<file path="config.mk">
export PLATFORM = sky130hd
export DESIGN_NAME = booth_multiplier_r4_flat
export DESIGN_NICKNAME = d
export VERILOG_FILES = /design/src/rtl/booth_multiplier_r4_if.sv /design/src/rtl/booth_multiplier_r4.sv /design/src/flat_wrapper.sv
export SDC_FILE = /design/constraint.sdc
export NUM_CORES = 1
export LEC_CHECK = 0
export CAP_MARGIN = 20
export CORE_MARGIN = 2
export CORE_UTILIZATION = 60
export CTS_CLUSTER_DIAMETER = 30
export DETAILED_ROUTE_END_ITERATION = 16
export PLACE_DENSITY = 0.86
export SLEW_MARGIN = 40
export SYNTH_ARGS = -nofsm -noshare
export SYNTH_HDL_FRONTEND = slang
export SYNTH_SLANG_ARGS = --single-unit
</file>
<file path="constraint.sdc">
create_clock -name clk -period 6.5 [get_ports clk]
set_clock_uncertainty 0.05 [all_clocks]
set_input_delay 0.975 -clock clk [delete_from_list [all_inputs] [get_ports clk]]
set_output_delay 0.975 -clock clk [all_outputs]
set_load 0.02 [all_outputs]
</file>
<file path="src/rtl/booth_multiplier_r4_if.sv">
// Operand/result bundle for the radix-4 Booth multiplier.
// The master drives operands and start; the slave returns busy, done and prod.
interface booth_multiplier_r4_if #(
  parameter int unsigned WIDTH = 8
);
  logic               start;
  logic               signed_mode;
  logic [WIDTH-1:0]   mc;
  logic [WIDTH-1:0]   mp;
  logic               busy;
  logic               done;
  logic [2*WIDTH-1:0] prod;

  modport master (
    output start,
    output signed_mode,
    output mc,
    output mp,
    input  busy,
    input  done,
    input  prod
  );

  modport slave (
    input  start,
    input  signed_mode,
    input  mc,
    input  mp,
    output busy,
    output done,
    output prod
  );
endinterface

</file>
<file path="src/rtl/booth_multiplier_r4.sv">
// Sequential radix-4 (modified Booth) multiplier, two multiplier bits per clock.
// Operands are extended by two bits so one datapath serves signed and unsigned modes.
module booth_multiplier_r4 #(
  parameter int unsigned WIDTH = 8
) (
  input  logic                 clk,
  input  logic                 rst,
  booth_multiplier_r4_if.slave bus
);

  localparam int unsigned ITER = WIDTH / 2 + 1;
  localparam int unsigned CW   = $clog2(ITER + 1);
  localparam int unsigned QW   = WIDTH + 2;
  localparam int unsigned AW   = WIDTH + 3;
  localparam int unsigned SW   = AW + QW + 1;

  generate
    if (WIDTH < 4 || (WIDTH % 2) != 0) begin : g_bad_width
      $error("booth_multiplier_r4: WIDTH must be even and >= 4");
    end
  endgenerate

  localparam logic [1:0] IDLE = 2'd0;
  localparam logic [1:0] RUN  = 2'd1;
  localparam logic [1:0] DONE = 2'd2;

  logic [1:0]         state_q, state_d;
  logic [QW-1:0]      m_q, m_d;
  logic [AW-1:0]      a_q, a_d;
  logic [QW-1:0]      q_q, q_d;
  logic               q1_q, q1_d;
  logic [CW-1:0]      cnt_q, cnt_d;
  logic [2*WIDTH-1:0] prod_q, prod_d;

  logic [QW-1:0]      mc_ext;
  logic [QW-1:0]      mp_ext;
  logic [AW-1:0]      m_one;
  logic [AW-1:0]      m_two;
  logic [AW-1:0]      addend;
  logic               sub;
  logic [AW-1:0]      sum;
  logic [SW-1:0]      shifted;
  logic               last_iter;

  // Two guard bits make the unsigned maximum representable as a positive signed value.
  assign mc_ext = bus.signed_mode ? {{2{bus.mc[WIDTH-1]}}, bus.mc} : {2'b00, bus.mc};
  assign mp_ext = bus.signed_mode ? {{2{bus.mp[WIDTH-1]}}, bus.mp} : {2'b00, bus.mp};

  assign m_one = {m_q[QW-1], m_q};
  assign m_two = {m_q, 1'b0};

  always_comb begin
    addend = '0;
    sub    = 1'b0;
    case ({q_q[1:0], q1_q})
      3'b001, 3'b010: addend = m_one;
      3'b011:         addend = m_two;
      3'b100: begin
        addend = m_two;
        sub    = 1'b1;
      end
      3'b101, 3'b110: begin
        addend = m_one;
        sub    = 1'b1;
      end
      default:        addend = '0;
    endcase
  end

  assign sum = sub ? (a_q + (~addend) + AW'(1)) : (a_q + addend);

  // Arithmetic shift of {A,Q,Q_1} by two, replicating the new accumulator sign.
  assign shifted = {{2{sum[AW-1]}}, sum, q_q, q1_q} >> 2;

  assign last_iter = (cnt_q == CW'(ITER - 1));

  always_comb begin
    state_d = state_q;
    m_d     = m_q;
    a_d     = a_q;
    q_d     = q_q;
    q1_d    = q1_q;
    cnt_d   = cnt_q;
    prod_d  = prod_q;
    case (state_q)
      IDLE, DONE: begin
        if (bus.start) begin
          m_d     = mc_ext;
          q_d     = mp_ext;
          a_d     = '0;
          q1_d    = 1'b0;
          cnt_d   = '0;
          state_d = RUN;
        end else begin
          state_d = IDLE;
        end
      end
      RUN: begin
        a_d   = shifted[SW-1:QW+1];
        q_d   = shifted[QW:1];
        q1_d  = shifted[0];
        cnt_d = cnt_q + CW'(1);
        if (last_iter) begin
          prod_d  = shifted[2*WIDTH:1];
          state_d = DONE;
        end
      end
      default: state_d = IDLE;
    endcase
  end

  always_ff @(posedge clk) begin
    if (rst) begin
      state_q <= IDLE;
      m_q     <= '0;
      a_q     <= '0;
      q_q     <= '0;
      q1_q    <= 1'b0;
      cnt_q   <= '0;
      prod_q  <= '0;
    end else begin
      state_q <= state_d;
      m_q     <= m_d;
      a_q     <= a_d;
      q_q     <= q_d;
      q1_q    <= q1_d;
      cnt_q   <= cnt_d;
      prod_q  <= prod_d;
    end
  end

  assign bus.busy = (state_q == RUN);
  assign bus.done = (state_q == DONE);
  assign bus.prod = prod_q;

endmodule
</file>
<file path="src/flat_wrapper.sv">
// flat-port wrapper written by rule: the top's interface ports become plain ports
module booth_multiplier_r4_flat 
#(
  parameter int unsigned WIDTH = 8
)
  (clk, rst, bus_start, bus_signed_mode, bus_mc, bus_mp, bus_busy, bus_done, bus_prod);
  booth_multiplier_r4_if #(.WIDTH(WIDTH)) bus_i ();
  input  logic clk;
  input  logic rst;
  input wire logic [$bits(bus_i.start)-1:0] bus_start;
  input wire logic [$bits(bus_i.signed_mode)-1:0] bus_signed_mode;
  input wire logic [$bits(bus_i.mc)-1:0] bus_mc;
  input wire logic [$bits(bus_i.mp)-1:0] bus_mp;
  output wire logic [$bits(bus_i.busy)-1:0] bus_busy;
  output wire logic [$bits(bus_i.done)-1:0] bus_done;
  output wire logic [$bits(bus_i.prod)-1:0] bus_prod;
  assign bus_i.start = bus_start;
  assign bus_i.signed_mode = bus_signed_mode;
  assign bus_i.mc = bus_mc;
  assign bus_i.mp = bus_mp;
  assign bus_busy = bus_i.busy;
  assign bus_done = bus_i.done;
  assign bus_prod = bus_i.prod;
  booth_multiplier_r4 #(.WIDTH(WIDTH)) u_core (.clk(clk), .rst(rst), .bus(bus_i));
endmodule
</file>
==> results of run 1 <==
synthesized netlist by cell type, drive strengths merged:
library cell,instances
or2b,2
nor2b,6
inv,20
o21a,1
a22o,5
o21ai,12
o21bai,1
and2,2
a311oi,7
and3,1
a21oi,41
nand3,6
o21ba,1
ha,26
buf,10
nor3,8
mux2,1
o211ai,4
a31oi,3
nand2,63
or3,1
clkbuf,11
or4,3
o31a,1
a21o,1
xnor2,4
dfxtp,50
nand2b,5
nand3b,2
a22oi,12
a21boi,1
nor2,35
o31ai,3
o2111ai,1
nor3b,1
xor2,6
a221o,1
fa,2
a211o,1
nor4,1
a211oi,7
mux2i,2
sequential cells by signal, summed over array words and instances (netlist names):
name             cells
u_core.q_q          10
u_core.state_q       2
u_core.cnt_q         3
u_core.bus.prod     16
u_core.m_q           9
u_core.q1_q          1
u_core.a_q           9
how the worst max path moves through the flow:
stage,endpoint,depth (start not counted)
floorplan,u_core.a_q[6],12
global placement,u_core.a_q[6],12
detailed placement,u_core.a_q[6],12
CTS,u_core.a_q[6],12
global route,u_core.a_q[6],12
finish,u_core.a_q[6],12
tightest hold or removal path, stage by stage, from the launching register on:
cell     delay, ns
dfxtp_1       0.32
nand2_1       0.05
a21oi_1       0.05
cell type report:
cell class	count	share of cell area, %
multi-input combinational	280	51.7
sequential	50	29.1
timing repair buffer	39	11.2
tap	67	2.44
inverter	20	2.18
clock buffer	5	2.00
clock inverter	3	1.27
cells by family (layout without fill, tap and decap cells):
logic type               Yosys count  after routing  share of synthesized area [%]
flip-flops                        50             50                           33.7
XOR/XNOR                          10             10                           2.95
adder cells (fa/ha/maj)           28             28                           12.3
buffers and inverters             41             67                           6.70
AO/OA/AOI/OAI                    103            103                           22.9
AND/OR/NAND/NOR                  136            136                           20.4
multiplexers                       3              3                           1.05
per-layer routing:
| metal | share of wire (%) | routed length [um] |
|---|---|---|
| met1 | 44 | 3150 |
| met2 | 47 | 3370 |
| met3 | 6.4 | 458 |
| met4 | 2.2 | 156 |
| met5 | 0 | 0 |
power groups by stage:
stage	Clock, uW	Sequential, uW	Combinational, uW
after CTS	224	332	145
after global placement	0	338	141
final	225	332	147
after detailed placement	0	339	144
after global routing	239	334	162
after floorplan	0	335	111
stage by stage:
stage / instances / total power [uW] / hold slack (ns) / utilization (%)
floorplan: 371 / 446 / 0.392 / -
global placement: 456 / 479 / 0.395 / 69.7
detailed placement: 456 / 483 / 0.397 / 69.8
CTS: 464 / 700 / 0.408 / 72.2
global route: 464 / 735 / 0.428 / 72.3
finish: 464 / 705 / 0.408 / 72.3
==> run summary, run 1 <==
Chip width: 74.4 um
WL final: 7130 um
Number of hold buffers added after CTS: 0
Setup crit start: u_core.q1_q
Reg2Reg Setup Slack: 3.13 ns
Fraction of layout instances using a drive strength above 1: 4.53%
Most frequent cells in the layout: nand2_1 (63), dfxtp_1 (50), a21oi_1 (40)
Leading post-synthesis cells by cell area: dfxtp_1 (34%), ha_1 (11%), nand2_1 (8.0%), a21oi_1 (6.7%), nor2_1 (4.4%)
Full die area: 5530 um^2
WP data required: 6.66 ns
Mapped Nets: 419
Max cap viols: 0
CTS tree: done
Post-route clock period utilization: 51.9%
Rows: 25
CP peak stage delay: 0.44 ns
Slew Viols, Final: 0
Clk sinks: 50
First DRT Iteration DRCs: 249
Synth cell types: 51
Commonest non-fill, non-tap cell in the layout: nand2_1
Pin count of the biggest net entering global routing: 49
Multi-input gate area: 1780 um^2
CTS buffer count: 5
Crit path max-delay cell type: fa_1
Place WS: 3.17 ns
Total GRT Usage: 26.7%
Number of global-route vias before repair: 2544
# setup viols final: 0
Longest Clk Path Bufs: 2
Vias per cell: 5.91
GR Util met3: 4.34%
Final Cell Area: 3440 um^2
Highest attainable clock frequency: 0.297 GHz
Number of fillers in the final layout: 405
Routed Antenna Nets: 0
Clk Latency, worst-skew pair: 0.31 ns
Worst slew pin tran: 0.705 ns
Sequential Power Share: 47.2%
Worst R2R Start: u_core.q1_q
Critical path class: reg2reg
Antenna violations before repair: 0
Ports: 38
CP max FO: 9
Worst reg2reg path endpoint: u_core.a_q[6]
Mapped Cells: 371
First-pass detailed-route iteration total: 5
Crit end category: flop
Reg2reg path depth: 12
Worst Hold Path Cells: 2
Core Area: 4750 um^2
Bufs and invs on worst path: 2
Startpoint types: flop
Sequential cell area fraction in the yosys report: 33.7%
Combinational power share: 20.9%
Initial Utilization: 62.5%
Status: finished clean
WP data arrival: 3.54 ns
Critical path's top delay family: compound AO/OA/AOI/OAI gates
Synthesis-to-layout area growth: 15.7%
Post-Route Setup TNS: 0 ns
WHS Endpoint: u_core.bus.prod[4]
Hold Crit Class: reg2reg
Final #Nets: 444
Synthesis-stage register bit count: 50
Most used cell, CP: inv_1
Yosys warning count: 0
Top-area cell type share of the netlist area: 33.7%
Period minus WS final: 3.37 ns
P_sw: 211 uW
Worst Slack Setup Final: 3.13 ns
Placed Area: 3320 um^2
Busiest grt layer: met2
H-tree depth: 2
Reg area: 1000 um^2
Power share of the clock group: 32.0%
CP cell instances: inv_1, ha_1, mux2_2, a22oi_1, inv_1, fa_1, nand2b_1, a211oi_1, o211ai_1, a221o_2, xnor2_1, a22o_1
Vias: 2742
Area leader, netlist: dfxtp_1
Pint: 494 uW
First-pass GRT wire length: 11500 um
Postcts setup bufs: 0
Antenna Cells: 0
Drt wl/cell: 15.4 um
DP Wirelength: 5210 um
Root Driver: clkbuf_8
Global Route met1 Usage: 36.4%
Mean Syn Cell Area: 8.01 um^2
# port buffers: 37
Relative slew slack: 52.9%
RSZ-0062 raised after global routing: false
Die Ht: 74.4 um
Congestion Overflow GR: 0
PD cells: 205 nW/um^2
Peak supply drop: 0.000155 V
Routability congestion estimate: 0.921
Fin. Hold Viols: 0
Remaining DRCs: 0
Clk pin slew, worst setup/hold paths: 0.10 ns
Leakage power total: 0.00141 uW
Routing usage on met2: 42.8%
Sw Ratio: 29.9%
Synth Cell Area: 2970 um^2
HP Start: u_core.bus.prod[4]
PostCTS Resize Cnt: 0
Note: power is estimated with default switching activity, not from simulation.
==> inputs of run 2 (changes only) <==
--- a/config.mk
+++ b/config.mk
@@ -7,10 +7,10 @@
 export LEC_CHECK = 0
 export CAP_MARGIN = 20
 export CORE_MARGIN = 2
-export CORE_UTILIZATION = 60
+export CORE_UTILIZATION = 55
 export CTS_CLUSTER_DIAMETER = 30
 export DETAILED_ROUTE_END_ITERATION = 16
-export PLACE_DENSITY = 0.86
+export PLACE_DENSITY = 0.79
 export SLEW_MARGIN = 40
 export SYNTH_ARGS = -nofsm -noshare
 export SYNTH_HDL_FRONTEND = slang
==> constraint.sdc (replaced) <==
create_clock -name clk -period 3.25 [get_ports clk]
set_clock_uncertainty 0.05 [all_clocks]
set_input_delay 0.4875 -clock clk [delete_from_list [all_inputs] [get_ports clk]]
set_output_delay 0.4875 -clock clk [all_outputs]
set_load 0.02 [all_outputs]
==> run 2 against run 1 <==
Against the previous run: power up 110%; register-to-register slack worse by 3.0 ns; combinational power increased by 120%; sequential share of layout area is 1.1 points lower; flip-flop and latch count unchanged; worst hold slack gained 0.00075 ns; core utilization fell by 3.2 points; clock-buffer cell count grew 1.
==> run summary, run 2 (synthesis results as in run 1) <==
Hold Crit Class: reg2reg
Clk Latency, worst-skew pair: 0.31 ns
Highest attainable clock frequency: 0.317 GHz
CTS tree: done
Rows: 26
Fin cells: 480
Postcts setup bufs: 0
Post-Route Setup TNS: 0 ns
Commonest non-fill, non-tap cell in the layout: nand2_1
Final #Nets: 457
WL final: 7470 um
Clk sinks: 50
Ports: 38
Vias: 2773
Die Ht: 77.5 um
First-pass detailed-route iteration total: 5
Peak supply drop: 0.000308 V
CP cell instances: inv_1, ha_1, mux2_2, buf_4, a22oi_1, ha_2, nor2b_4, o21ba_1, a211o_1, and3_1, or4_1, a31oi_1
Full die area: 6000 um^2
DP Wirelength: 5560 um
Critical path class: reg2reg
Core Area: 5170 um^2
Period minus WS final: 3.15 ns
Longest Clk Path Bufs: 2
# setup viols final: 0
CP peak stage delay: 0.47 ns
Relative slew slack: 57.1%
Met1 WL: 3410 um
Number of fillers in the final layout: 443
CP max FO: 9
Fraction of layout instances using a drive strength above 1: 9.27%
Initial Utilization: 57.4%
Leakage power total: 0.00147 uW
Vias per cell: 5.78
Multi-input gate area: 1800 um^2
WP data required: 3.44 ns
Congestion Overflow GR: 0
Metal2 WL: 3440 um
CTS buffer count: 5
Synthesis-to-layout area growth: 20.3%
Antenna Cells: 0
Pin count of the biggest net entering global routing: 45
Post-route clock period utilization: 97.0%
Most frequent cells in the layout: nand2_1 (63), dfxtp_1 (48), a21oi_1 (40)
Placed cell count: 472
Crit end category: flop
Number of global-route vias before repair: 2680
Worst Slack Setup Final: 0.0970 ns
First DRT Iteration DRCs: 212
Routability congestion estimate: 0.894
First-pass GRT wire length: 12800 um
Critical path's top delay family: compound AO/OA/AOI/OAI gates
H-tree depth: 2
Fin. Hold Viols: 0
PD cells: 410 nW/um^2
Drt wl/cell: 15.6 um
Remaining DRCs: 0
Root Driver: clkbuf_8
Largest register FFs: 16
Place WS: 0.0194 ns
Startpoint types: flop
Status: finished clean
Antenna violations before repair: 0
Crit path max-delay cell type: or4_1
Reg area: 1000 um^2
# port buffers: 37
Bufs and invs on worst path: 2
Max cap viols: 0
Clk pin slew, worst setup/hold paths: 0.10 ns
Chip width: 77.5 um
Routed Antenna Nets: 0
Worst slew pin tran: 0.644 ns
RSZ-0062 raised after global routing: true
Slew Viols, Final: 0
Met3 wire len: 415 um
Top Metal Used: met4
Total GRT Usage: 26.4%
WP data arrival: 3.34 ns
[run 2: final timing paths]
kind                                    startpoint                  to  slack, ns  depth (start not counted)
worst min register to register  u_core.bus.prod[7]  u_core.bus.prod[7]       0.41                          2
worst max-delay path                   u_core.q1_q       u_core.a_q[9]        0.1                         12
worst min-delay path            u_core.bus.prod[7]  u_core.bus.prod[7]       0.41                          2
worst max register to register         u_core.q1_q       u_core.a_q[9]        0.1                         12
[run 2: cell type report]
cell class                 count  share of cell area [%]
clock buffer                   6                    2.31
clock inverter                 2                    1.09
inverter                      20                    2.10
multi-input combinational    280                    50.5
sequential                    50                    28.1
tap                           70                    2.45
timing repair buffer          52                    13.5
[run 2: worst reg2reg max path, cell delays in order (launching register included)]
cell     delay (ns)
dfxtp_2        0.36
inv_1          0.07
ha_1           0.21
mux2_2         0.28
buf_4          0.17
a22oi_1        0.27
ha_2           0.33
nor2b_4        0.06
o21ba_1        0.17
a211o_1        0.30
and3_1         0.18
or4_1          0.47
a31oi_1        0.17
[run 2: where the power goes]
group          leakage (uW)  internal (uW)  switching (uW)
clock             0.0000618            253             219
combinational       0.00100            143             186
sequential         0.000408            639            25.9
total               0.00147           1040             431
[run 2: what timing repair did]
action / CTS / global route
endpoints found under the setup margin: 1 / 9
resized for setup: 2 / 9
hold buffers: 0 / 0
[run 2: metrics by stage]
stage / total power, uW / hold WS, ns / util, % / area, um^2
floorplan: 892 / 0.392 / - / 2970
global placement: 988 / 0.395 / 66.1 / 3420
detailed placement: 992 / 0.398 / 66.1 / 3420
CTS: 1460 / 0.412 / 68.6 / 3550
global route: 1530 / 0.443 / 69.1 / 3570
finish: 1470 / 0.408 / 69.1 / 3570
[run 2: per-layer routing]
layer  up-vias  global-route usage [%]
met5         -                       0
met4         0                    10.9
met3        21                    4.77
met2       102                    43.3
met1      1293                    34.4
li1       1357                       -
==> inputs of run 3 (changes only) <==
--- a/config.mk
+++ b/config.mk
@@ -5,6 +5,7 @@
 export SDC_FILE = /design/constraint.sdc
 export NUM_CORES = 1
 export LEC_CHECK = 0
+export ABC_CLOCK_PERIOD_IN_PS = 3250
 export CAP_MARGIN = 20
 export CORE_MARGIN = 2
 export CORE_UTILIZATION = 55
==> constraint.sdc (replaced) <==
create_clock -name clk -period 3.25 [get_ports clk]
set_clock_uncertainty 0.05 [all_clocks]
set_input_delay 0.4875 -clock clk [delete_from_list [all_inputs] [get_ports clk]]
set_output_delay 0.4875 -clock clk [all_outputs]
set_load 0.01 [all_outputs]
==> results of run 3 <==
The final DEF is identical to that of run 2. Status: finished clean.
